$ cat src/rtl/mem_port_arbiter.sv
// mem_port_arbiter: two-requester round-robin arbiter and sequencer for the
// shared 16-bit memory port. Requester 0 is instruction fetch, requester 1 is
// data load/store. Every output is registered: each *_d value is computed
// from the state being entered, so the flop shows it during that state.
module mem_port_arbiter #(
    parameter int unsigned MEM_LAT = 2
) (
    input  logic        clk,
    input  logic        rst,
    input  logic        req0,
    input  logic        req1,
    input  logic [15:0] addr0,
    input  logic [15:0] addr1,
    input  logic [15:0] wdata0,
    input  logic [15:0] wdata1,
    input  logic        we0,
    input  logic        we1,
    output logic        gnt0,
    output logic        gnt1,
    output logic        done0,
    output logic        done1,
    output logic [15:0] rdata,
    output logic        mem_en,
    output logic        mem_we,
    output logic [15:0] mem_addr,
    output logic [15:0] mem_wdata,
    input  logic [15:0] mem_rdata,
    output logic        sel,
    output logic        busy
);

    // Counter holds at most MEM_LAT-1; keep at least one bit for MEM_LAT=1.
    localparam int unsigned CW = (MEM_LAT > 1) ? $clog2(MEM_LAT) : 1;

    typedef enum logic [1:0] {
        IDLE,
        ACCESS,
        WAIT,
        RESP
    } state_t;

    state_t        state_q, state_d;
    logic [CW-1:0] cnt_q, cnt_d;
    logic          last_q, last_d;
    logic          we_q, we_d;
    logic          sel_q, sel_d;
    logic          gnt0_q, gnt0_d;
    logic          gnt1_q, gnt1_d;
    logic          done0_q, done0_d;
    logic          done1_q, done1_d;
    logic          mem_en_q, mem_en_d;
    logic          mem_we_q, mem_we_d;
    logic          busy_q, busy_d;
    logic [15:0]   mem_addr_q, mem_addr_d;
    logic [15:0]   mem_wdata_q, mem_wdata_d;
    logic [15:0]   rdata_q, rdata_d;

    logic          any_req;
    logic          winner;

    // Round-robin pick: a lone requester wins; on a tie the one not served last wins.
    always_comb begin
        any_req = req0 | req1;
        winner  = (req0 & req1) ? ~last_q : req1;
    end

    // Next-state and registered-output computation.
    always_comb begin
        state_d     = state_q;
        cnt_d       = cnt_q;
        last_d      = last_q;
        we_d        = we_q;
        sel_d       = sel_q;
        mem_addr_d  = mem_addr_q;
        mem_wdata_d = mem_wdata_q;
        rdata_d     = rdata_q;
        gnt0_d      = 1'b0;
        gnt1_d      = 1'b0;
        done0_d     = 1'b0;
        done1_d     = 1'b0;
        mem_en_d    = 1'b0;
        mem_we_d    = 1'b0;

        case (state_q)
            IDLE: begin
                if (any_req) begin
                    sel_d       = winner;
                    last_d      = winner;
                    mem_addr_d  = winner ? addr1  : addr0;
                    mem_wdata_d = winner ? wdata1 : wdata0;
                    we_d        = winner ? we1    : we0;
                    gnt0_d      = ~winner;
                    gnt1_d      = winner;
                    // The access strobe is shown during ACCESS, together with gnt.
                    mem_en_d    = 1'b1;
                    mem_we_d    = winner ? we1 : we0;
                    state_d     = ACCESS;
                end
            end
            ACCESS: begin
                cnt_d = CW'(MEM_LAT - 1);
                if (MEM_LAT == 1) begin
                    state_d = RESP;
                end else begin
                    state_d = WAIT;
                end
            end
            WAIT: begin
                if (cnt_q == CW'(1)) begin
                    state_d = RESP;
                end else begin
                    cnt_d = cnt_q - CW'(1);
                end
            end
            RESP: begin
                if (!we_q) begin
                    rdata_d = mem_rdata;
                end
                done0_d = ~sel_q;
                done1_d = sel_q;
                state_d = IDLE;
            end
            default: begin
                state_d = IDLE;
            end
        endcase

        busy_d = (state_d != IDLE);
    end

    // State and output registers with synchronous active-high reset.
    always_ff @(posedge clk) begin
        if (rst) begin
            state_q     <= IDLE;
            cnt_q       <= '0;
            last_q      <= 1'b1;
            we_q        <= 1'b0;
            sel_q       <= 1'b0;
            gnt0_q      <= 1'b0;
            gnt1_q      <= 1'b0;
            done0_q     <= 1'b0;
            done1_q     <= 1'b0;
            mem_en_q    <= 1'b0;
            mem_we_q    <= 1'b0;
            busy_q      <= 1'b0;
            mem_addr_q  <= '0;
            mem_wdata_q <= '0;
            rdata_q     <= '0;
        end else begin
            state_q     <= state_d;
            cnt_q       <= cnt_d;
            last_q      <= last_d;
            we_q        <= we_d;
            sel_q       <= sel_d;
            gnt0_q      <= gnt0_d;
            gnt1_q      <= gnt1_d;
            done0_q     <= done0_d;
            done1_q     <= done1_d;
            mem_en_q    <= mem_en_d;
            mem_we_q    <= mem_we_d;
            busy_q      <= busy_d;
            mem_addr_q  <= mem_addr_d;
            mem_wdata_q <= mem_wdata_d;
            rdata_q     <= rdata_d;
        end
    end

    assign gnt0      = gnt0_q;
    assign gnt1      = gnt1_q;
    assign done0     = done0_q;
    assign done1     = done1_q;
    assign rdata     = rdata_q;
    assign mem_en    = mem_en_q;
    assign mem_we    = mem_we_q;
    assign mem_addr  = mem_addr_q;
    assign mem_wdata = mem_wdata_q;
    assign sel       = sel_q;
    assign busy      = busy_q;

endmodule

$ cat config.mk
export PLATFORM = sky130hd
export DESIGN_NAME = mem_port_arbiter
export DESIGN_NICKNAME = d
export VERILOG_FILES = /design/src/rtl/mem_port_arbiter.sv
export SDC_FILE = /design/constraint.sdc
export NUM_CORES = 1
export LEC_CHECK = 0
export BUFFER_PORTS_ARGS = -buffer_cell sky130_fd_sc_hd__buf_2
export CAP_MARGIN = 20
export CORE_MARGIN = 10
export CORE_UTILIZATION = 50
export CTS_BUF_LIST = sky130_fd_sc_hd__clkbuf_4
export DETAILED_ROUTE_END_ITERATION = 6
export GPL_TIMING_DRIVEN = 0
export HOLD_SLACK_MARGIN = 0.05
export PLACE_DENSITY = 0.88
export SLEW_MARGIN = 0
export SYNTH_ARGS = -nofsm -noshare
export SYNTH_HDL_FRONTEND = slang
export SYNTH_SLANG_ARGS = --single-unit
$ cat constraint.sdc
create_clock -name clk -period 2.7 [get_ports clk]
set_input_delay 0.27 -clock clk [delete_from_list [all_inputs] [get_ports clk]]
set_output_delay 0.27 -clock clk [all_outputs]
set_load 0.02 [all_outputs]
After elaboration in Yosys (flattened, before gate mapping)
Index checks and enable logic that the tools add are counted.

Bits in registers: 61. Input port bits: 86. Word-level logic and storage cells: 46.

$add $sub $neg: 1. Eq/ne operators: 3. Mux-type cells: 10. Bitwise gates (word level): 9. Reduce and logical (&&, ||, !) cells: 8.

Operator list (number): 2-to-1 mux 16 bit (2); case mux 2 bit (4 select lines) (1); NOT 1 bit (7); equality test 2 bit (second input constant) (2); 2-to-1 mux 1 bit (4); 2-to-1 mux 2 bit (2); AND reduction 2 bit (2); nonzero test 2 bit (2); OR reduction 2 bit (2); OR reduction 3 bit (1); equality test 2 x 1 -> 1 bit (second input constant) (1); logical NOT 2 bit (1); case mux 1 bit (2 select lines) (1); AND 1 bit (1); OR 1 bit (1); subtractor 1 bit (second input constant) (1).

Depth between registers and ports, before layout
Gate-level depths: netlist of the first run.

Depth after elaboration: 4. Gate-level depth with buffers: 7. Gate-level depth less buffers: 5.

Worst setup path after synthesis of the first run
No wires, ideal clock.

Path kind: flip-flop to flip-flop. Start: register state_q[0]. End: register mem_addr_q[10] (netlist: mem_addr[10]). Setup time: 0.081 ns. Arrival time: 1.296 ns. Slack: 1.323 ns. Stages on the path, launching flop included: 8. Buffers on the path: 2. Clock period less this slack: 1.377 ns. Path through: dfxtp_1 -> inv_1 -> ha_1 -> o21a_1 -> buf_4 -> buf_2 -> nor2_1 -> a211oi_2.

Cells in the longest elaborated chain, start to end: 2.

RTL lines: start, declared (line 42) `state_t state_q, state_d;`; start signal, assigned (line 150) `state_q <= state_d;`; logical NOT 2 bit (line 84) `case (state_q)`; AND reduction 2 bit (no line); end signal, assigned (line 162) `mem_addr_q <= mem_addr_d;`; end, declared (line 54) `logic [15:0] mem_addr_q, mem_addr_d;`.

Every way passes these cells. A chain may end at the register's enable or synchronous reset.

Worst setup path after layout of the first run
Start: register state_q[0]. End: register mem_addr_q[9] (netlist: mem_addr[9]).

The elaborated chain is that of the path after synthesis.

==> results of run 1 <==
[per-stage QoR]
step                      power (µW)  setup slack (ns)
after floorplan                 2547             1.323
after global placement          2997             1.144
after detailed placement        3082             1.071
after CTS                       3912             1.035
after global routing            4138            0.8877
final                           3886             1.051
[report_power, final]
| part | total (µW) | switching [µW] | internal, µW | leakage, µW |
|---|---|---|---|---|
| registers | 1280 | 126 | 1150 | 0.000502 |
| clock network | 825 | 345 | 479 | 0.0000966 |
| logic | 1780 | 1120 | 667 | 0.00113 |
| total | 3890 | 1590 | 2300 | 0.00173 |
[worst paths after layout]
path | startpoint | end | cells past startpoint
min | mem_rdata[14] | rdata[14] | 3
max | state_q[0] | mem_addr[9] | 7
max reg2reg | state_q[0] | mem_addr[9] | 7
min reg2reg | rdata[4] | rdata[4] | 2
[area by class of cell]
class | instances | area (µm²)
Clock buffer | 10 | 75.07
Fill cell | 429 | 1516
Multi-Input combinational cell | 210 | 1226
Inverter | 3 | 11.26
Buffer | 26 | 162.7
Timing Repair Buffer | 139 | 695.7
Clock inverter | 6 | 111.4
Sequential cell | 61 | 1221
Tap cell | 70 | 87.58
[worst max-delay path, cell delays in order (launching register included)]
cell and delay [ns]:
dfxtp_1 0.35, inv_1 0.13, ha_1 0.28, o21a_1 0.15
buf_4 0.13, buf_2 0.23, nor2_1 0.09, a211oi_2 0.19
[metal layers]
layer	vias up	wire (µm)	global-route usage (%)
li1	1319	-	-
met1	1219	2999	18.15
met2	125	4400	35.71
met3	36	647	6.134
met4	0	413	11.70
met5	-	0	0
[cells in the final DEF (no fill, tap or decap)]
| master | n |
|---|---|
| inv_1 | 3 |
| clkinv_4 | 1 |
| nor2b_1 | 1 |
| o21a_1 | 1 |
| clkbuf_4 | 10 |
| clkinv_2 | 1 |
| a311o_1 | 1 |
| bufinv_16 | 3 |
| or2_2 | 1 |
| a311oi_2 | 1 |
| nand2_4 | 1 |
| buf_2 | 149 |
| a31oi_1 | 1 |
| nor2_1 | 41 |
| a211oi_2 | 27 |
| clkbuf_1 | 7 |
| a22oi_1 | 1 |
| o21ai_2 | 1 |
| clkinvlp_4 | 1 |
| a21boi_4 | 1 |
| ha_1 | 4 |
| a21oi_1 | 50 |
| and3b_1 | 1 |
| buf_6 | 6 |
| nor3_1 | 3 |
| a21bo_2 | 1 |
| nor3b_1 | 1 |
| nand2b_1 | 1 |
| dfxtp_1 | 61 |
| buf_4 | 2 |
| nand2_1 | 65 |
| buf_1 | 1 |
| a21boi_0 | 1 |
| a211oi_1 | 5 |
[kinds of logic (layout without fill, tap and decap cells)]
logic type               after synthesis  after routing  synth area share, %
adder cells (fa/ha/maj)                4              4                1.909
AO/OA/AOI/OAI                         91             91                27.35
flip-flops                            61             61                46.59
AND/OR/NAND/NOR                      115            115                17.52
buffers and inverters                 29            184                6.635
[sequential cells by signal (all words and copies together) (netlist names), 2 cells and up]
register,flops
state_q,2
rdata,16
mem_addr,16
mem_wdata,16
==> results by group, run 1 <==
Floorplanning
  • I/O Pins: 142
  • Die area: approximately 0.0085 mm²
  • Row Count: 26
  • Chip height: roughly 92 µm
  • Core footprint: 0.005107 mm²
  • Die W: around 92 µm
  • Starting Density: around 50%

Clocking
  • H-tree depth: 3
  • Sink Count: 61
  • Post-CTS Hold Fix Bufs: 0
  • CTS tree: yes
  • Worst-Skew Late Latency: roughly 0.40 ns
  • Clk buf depth: 2
  • TritonCTS buffer count: 9
  • Post-CTS sizing: 0
  • Root Buffer Master: clkbuf_4
  • CTS clk-pin slew, worst paths: about 0.11 ns
  • Post-CTS Setup Inserts: 0

Global routing
  • First-pass GRT wire length: 13140 µm
  • Initial antenna violation count: 0
  • Total GRT Usage: 19.30%
  • Vias in the first global route: 2783
  • Largest net degree at the start of global routing: 12
  • Total congestion overflow: 0

Timing
  • Relative slew slack: roughly half
  • Clock Skews: ~0.014 ns
  • Setup violators final: 0
  • Worst Tran Pin Value: between 0.7 and 0.8 ns
  • Final number of hold-violating endpoints: 0
  • Fin crit period: 1.649 ns
  • Crit share post-route: about three fifths
  • Post-route setup TNS: 0 ns
  • Fin. max-slew vios: 0
  • Unrepaired setup endpoints after global routing: no
  • Min Hold Slack: 0.09706 ns
  • Fmax: 0.6066 GHz

Place
  • IO Port Bufs: 139
  • Hpwl dp: 6634 µm
  • Gpl congestion: ~0.83
  • Placed Cells: ~500
  • Post-DP Area: 0.003405 mm²

Drt
  • First DRT Iteration DRCs: about 100
  • Via count: roughly 2700
  • Remaining routing DRC violations: 0
  • ANT nets after route: 0
  • Wire per inst: about 16 µm
  • Drt total wl: roughly 8500 µm
  • 1st-pass router iterations: 5
  • Vias per cell: between 5 and 6

Synth
  • Ranking of synthesized cells by area: dfxtp_1 47%, a211oi_2 13%, a21oi_1 9.5%
  • EDFF count, synth: 0
  • Async SR Flop Fraction: 0%
  • Distinct cells, synth: 29
  • Mapped Area: around 0.0026 mm²
  • Syn. warnings: 0
  • Net count after synthesis: about 400
  • Cells after synthesis: 300
  • Synth area leader: dfxtp_1
  • Flops & latches, synth: 61
  • Most common cell in the netlist: nand2_1
  • Synth top area share: between 40% and 50%
  • Avg Cell Area, Syn: 8.738 µm²
  • Post-synthesis sequential area ratio: a little under half
  • Post-synth top cells: 65 x nand2_1, 61 x dfxtp_1, 50 x a21oi_1, 41 x nor2_1, 27 x a211oi_2
  • Top_reg_cell synth: dfxtp_1

Cells and area
  • Total Nets Final: between 500 and 600
  • Core Util, Final: between 70% and 80%
  • Layout cells sized above 1: between 40 and 50%
  • Layout area overhead: 36.99%
  • Antenna cells: 0
  • Post-route cell area: 0.003591 mm²
  • Final std cells w/o fill: 525

Pwr
  • Worst vdd ir: approximately 620 µV
  • Leak Pwr: 0.001732 µW
  • PD cells: 1082 mW/mm²

Critical path
  • Crit path required time: between 3 and 4 ns
  • Setup slack, reg-to-reg: around 1.1 ns
  • CP arrival: ~2.0 ns
  • Worst setup path class: reg -> reg
  • CP startpoint kind: flop
  • Crit path capture type: flop
  • Crit path max fanout: 10

Job
  • Max_cap viols: 0

Outcome
  • Outcome: finished, final reports clean

Hold path
  • Worst Hold Class: in -> reg
Power figures use the tool's default switching activity.
==> inputs of run 2 (changes only) <==
ABC_AREA = 1   (was default)
CORE_UTILIZATION = 43   (was 50)
PLACE_DENSITY = 0.78   (was 0.88)
clock period = 1.5 ns   (was 2.7 ns; I/O delays follow)
==> run 2 against run 1 <==
  * Via count up 22%
  * Hold slack worse by 0.0099 ns
  * Global-route usage decreased by 1.5 points
  * Register-to-register slack worse by 0.94 ns
  * Combinational power increased by 92%
  * Maximum frequency grew 18%
==> results by group, run 2 <==
Outcome
  • Outcome: finished, final reports clean

Critical path
  • Crit path capture type: flop
  • Slowest CP cell: dfxtp_1
  • Crit path required time: 1.79 ns (-1.22 ns)
  • CP bufs+invs: 4 (+1)
  • Most frequent CP cell: nor2_1
  • CP arrival: 1.68 ns (-0.28 ns)
  • CP startpoint kind: flop
  • Crit-path leading delay family: buffers and inverters
  • Slowest cell delay on critical path: 0.34 ns (about the same)
  • Worst setup path class: reg -> reg
  • Crit path max fanout: 10 (unchanged)
  • Cells along the critical path: inv_2 > ha_4 > inv_1 > nor2_4 > buf_12 > buf_6 > nand2_1 > nor2_1 > nor2_1

Timing
  • Final number of hold-violating endpoints: 0 (unchanged)
  • Fin. max-slew vios: 0 (unchanged)
  • Setup violators final: 0 (unchanged)
  • Fin crit period: 1.392 ns (-0.2562 ns)
  • Setup ws final: 0.1075 ns (-0.9438 ns)
  • Unrepaired setup endpoints after global routing: no
  • Fmax: 0.7182 GHz (+18%)
  • Crit share post-route: 92.83% (+32 points)
  • Worst Tran Pin Value: 0.4488 ns (-0.2865 ns)
  • Relative slew slack: 70.08% (+19 points)
  • Clock Skews: 0.02155 ns (+0.007181 ns)

Global routing
  • Total congestion overflow: 0 (unchanged)
  • Initial antenna violation count: 0 (unchanged)
  • Largest net degree at the start of global routing: 11 (-1)
  • Total GRT Usage: 17.80% (-1.5 points)
  • First-pass GRT wire length: 14980 µm (+14%)
  • Vias in the first global route: 3207 (+15%)

Cells and area
  • Final std cells w/o fill: 696 (+33%)
  • Commonest non-fill, non-tap cell in the layout: buf_2
  • Commonest cells after routing, fill and taps aside: 148 x buf_2, 106 x nand2_1, 101 x nor2_1
  • Layout area overhead: 40.86%
  • Register area: 0.001221 mm² (unchanged)
  • Antenna cells: 0 (unchanged)
  • Layout cells sized above 1: 30.03% (-15 points)
  • Multi-input gate area: 0.001428 mm² (+16%)
  • Total Nets Final: 701 (+30%)
  • Fillers: 631 (+47%)

Synth
  • Mapped Area: 0.002964 mm² (+13%)
  • Post-synth top cells: 106 x nand2_1, 102 x nor2_1, 61 x dfxtp_1, 42 x inv_1, 38 x nand3_1
  • Distinct cells, synth: 23 (-21%)
  • Synth area leader: dfxtp_1
  • Top_reg_cell synth: dfxtp_1
  • Ranking of synthesized cells by area: dfxtp_1 41%, nand2_1 13%, nor2_1 13%
  • Syn. warnings: 0 (unchanged)
  • Net count after synthesis: 529 (+36%)
  • Avg Cell Area, Syn: 6.752 µm² (-23%)
  • Most common cell in the netlist: nand2_1
  • Synth top area share: 41.20% (-5.4 points)
  • Post-synthesis sequential area ratio: 41.20% (-5.4 points)
  • Cells after synthesis: 439 (+46%)
  • Flops & latches, synth: 61 (unchanged)
  • Async SR Flop Fraction: 0% (unchanged)
  • EDFF count, synth: 0 (unchanged)

Clocking
  • H-tree depth: 3 (unchanged)
  • TritonCTS buffer count: 9 (unchanged)
  • Sink Count: 61 (unchanged)
  • Worst-Skew Late Latency: 0.39 ns (about the same)
  • CTS tree: yes
  • Root Buffer Master: clkbuf_4
  • CTS clk-pin slew, worst paths: 0.11 ns (about the same)
  • Clk buf depth: 2 (unchanged)

Drt
  • ANT nets after route: 0 (unchanged)
  • Wire per inst: 13.98 µm (-13%)
  • Vias per cell: 4.717 (-8.2%)
  • First DRT Iteration DRCs: 163 (+61%)
  • Remaining routing DRC violations: 0 (unchanged)
  • Drt total wl: 9729 µm (+15%)
  • 1st-pass router iterations: 4 (-1)
  • Via count: 3283 (+22%)

Floorplanning
  • Row Count: 30 (+15%)
  • Die area: 0.01061 mm² (+24%)
  • I/O Pins: 142 (unchanged)
  • Chip height: 103.0 µm (+11%)
  • Die W: 103.0 µm (+11%)
  • Core footprint: 0.006756 mm² (+32%)
  • Starting Density: 43.87% (-7.5 points)

Hold path
  • Worst Hold Class: in -> reg

Place
  • Placed Cells: 659 (+29%)
  • Gpl congestion: 0.8219 (-0.92%)
  • Hpwl dp: 7189 µm (+8.4%)
  • Pre-CTS setup slack: -0.05820 ns (-1.129 ns)
  • IO Port Bufs: 140 (+0.72%)

Pwr
  • Worst vdd ir: 910.6 µV (+47%)
  • Leak Pwr: 0.002289 µW (+32%)
  • PD cells: 1679 mW/mm² (+55%)

Job
  • Max_cap viols: 0 (unchanged)
[run 2: cell families after synthesis]
kind of cell | synth area share [%]
and+or+nand+nor | 33.94
buffers and inverters | 11.31
DFF | 41.20
AOI/OAI and AO/OA | 11.86
adders and majority gates | 1.689
[run 2: cell type report]
| cell class | count | area share [%] |
|---|---|---|
| Clock inverter | 5 | 1.798 |
| Clock buffer | 11 | 1.978 |
| Inverter | 43 | 3.866 |
| Buffer | 28 | 4.225 |
| Multi-Input combinational cell | 307 | 34.19 |
| Sequential cell | 61 | 29.25 |
| Tap cell | 80 | 2.397 |
| Timing Repair Buffer | 161 | 22.30 |
[run 2: what timing repair did]
action                                  CTS  global route
gates cloned                              0             2
endpoints found under the setup margin   16            31
resized for setup                         1             9
pin swaps                                 1             1
hold buffers                             17             0
setup buffers                             1             1
endpoints found under the hold margin    21             0
[run 2: metrics by stage]
stage | power (µW) | hold slack, ns | cell area, µm² | util, % | setup TNS, ns
after floorplan | 4500 | 0.2191 | 2964 | - | 0
after global placement | 5377 | 0.3711 | 3765 | 55.72 | -0.01361
after detailed placement | 5485 | 0.3815 | 3765 | 55.72 | -0.1913
after CTS | 6845 | 0.05624 | 4103 | 60.72 | 0
after global routing | 7596 | 0.06854 | 4175 | 61.80 | 0
final | 7011 | 0.08717 | 4175 | 61.80 | 0
[run 2: layer usage]
layer | part of all wire, % | track usage (%) | vias to the layer above
met3 | 11 | 7.708 | 8
met4 | 0.81 | 5.348 | 0
met5 | 0 | 0 | -
li1 | - | - | 1698
met1 | 40 | 19.48 | 1470
met2 | 48 | 30.47 | 107
[run 2: path summary, 6_finish.rpt]
| check | cells past startpoint | slack (ns) | startpoint | to |
|---|---|---|---|---|
| setup reg to reg | 9 | 0.11 | state_q[0] | mem_addr[13] |
| hold / removal | 5 | 0.09 | addr1[2] | mem_addr[2] |
| setup / recovery | 9 | 0.11 | state_q[0] | mem_addr[13] |
| hold reg to reg | 2 | 0.48 | last_q | last_q |
[run 2: worst min-delay path: stages]
cell and delay (ns):
buf_2 0.08, nand3_1 0.06, nand2_1 0.05, nor2_1 0.04, nor2_1 0.07
[run 2: report_power, final]
| group | internal [µW] | switching, µW | leakage (µW) |
|---|---|---|---|
| clock network | 705 | 584 | 0.0000822 |
| logic | 1320 | 2090 | 0.00170 |
| registers | 2090 | 222 | 0.000503 |
| total | 4120 | 2890 | 0.00229 |
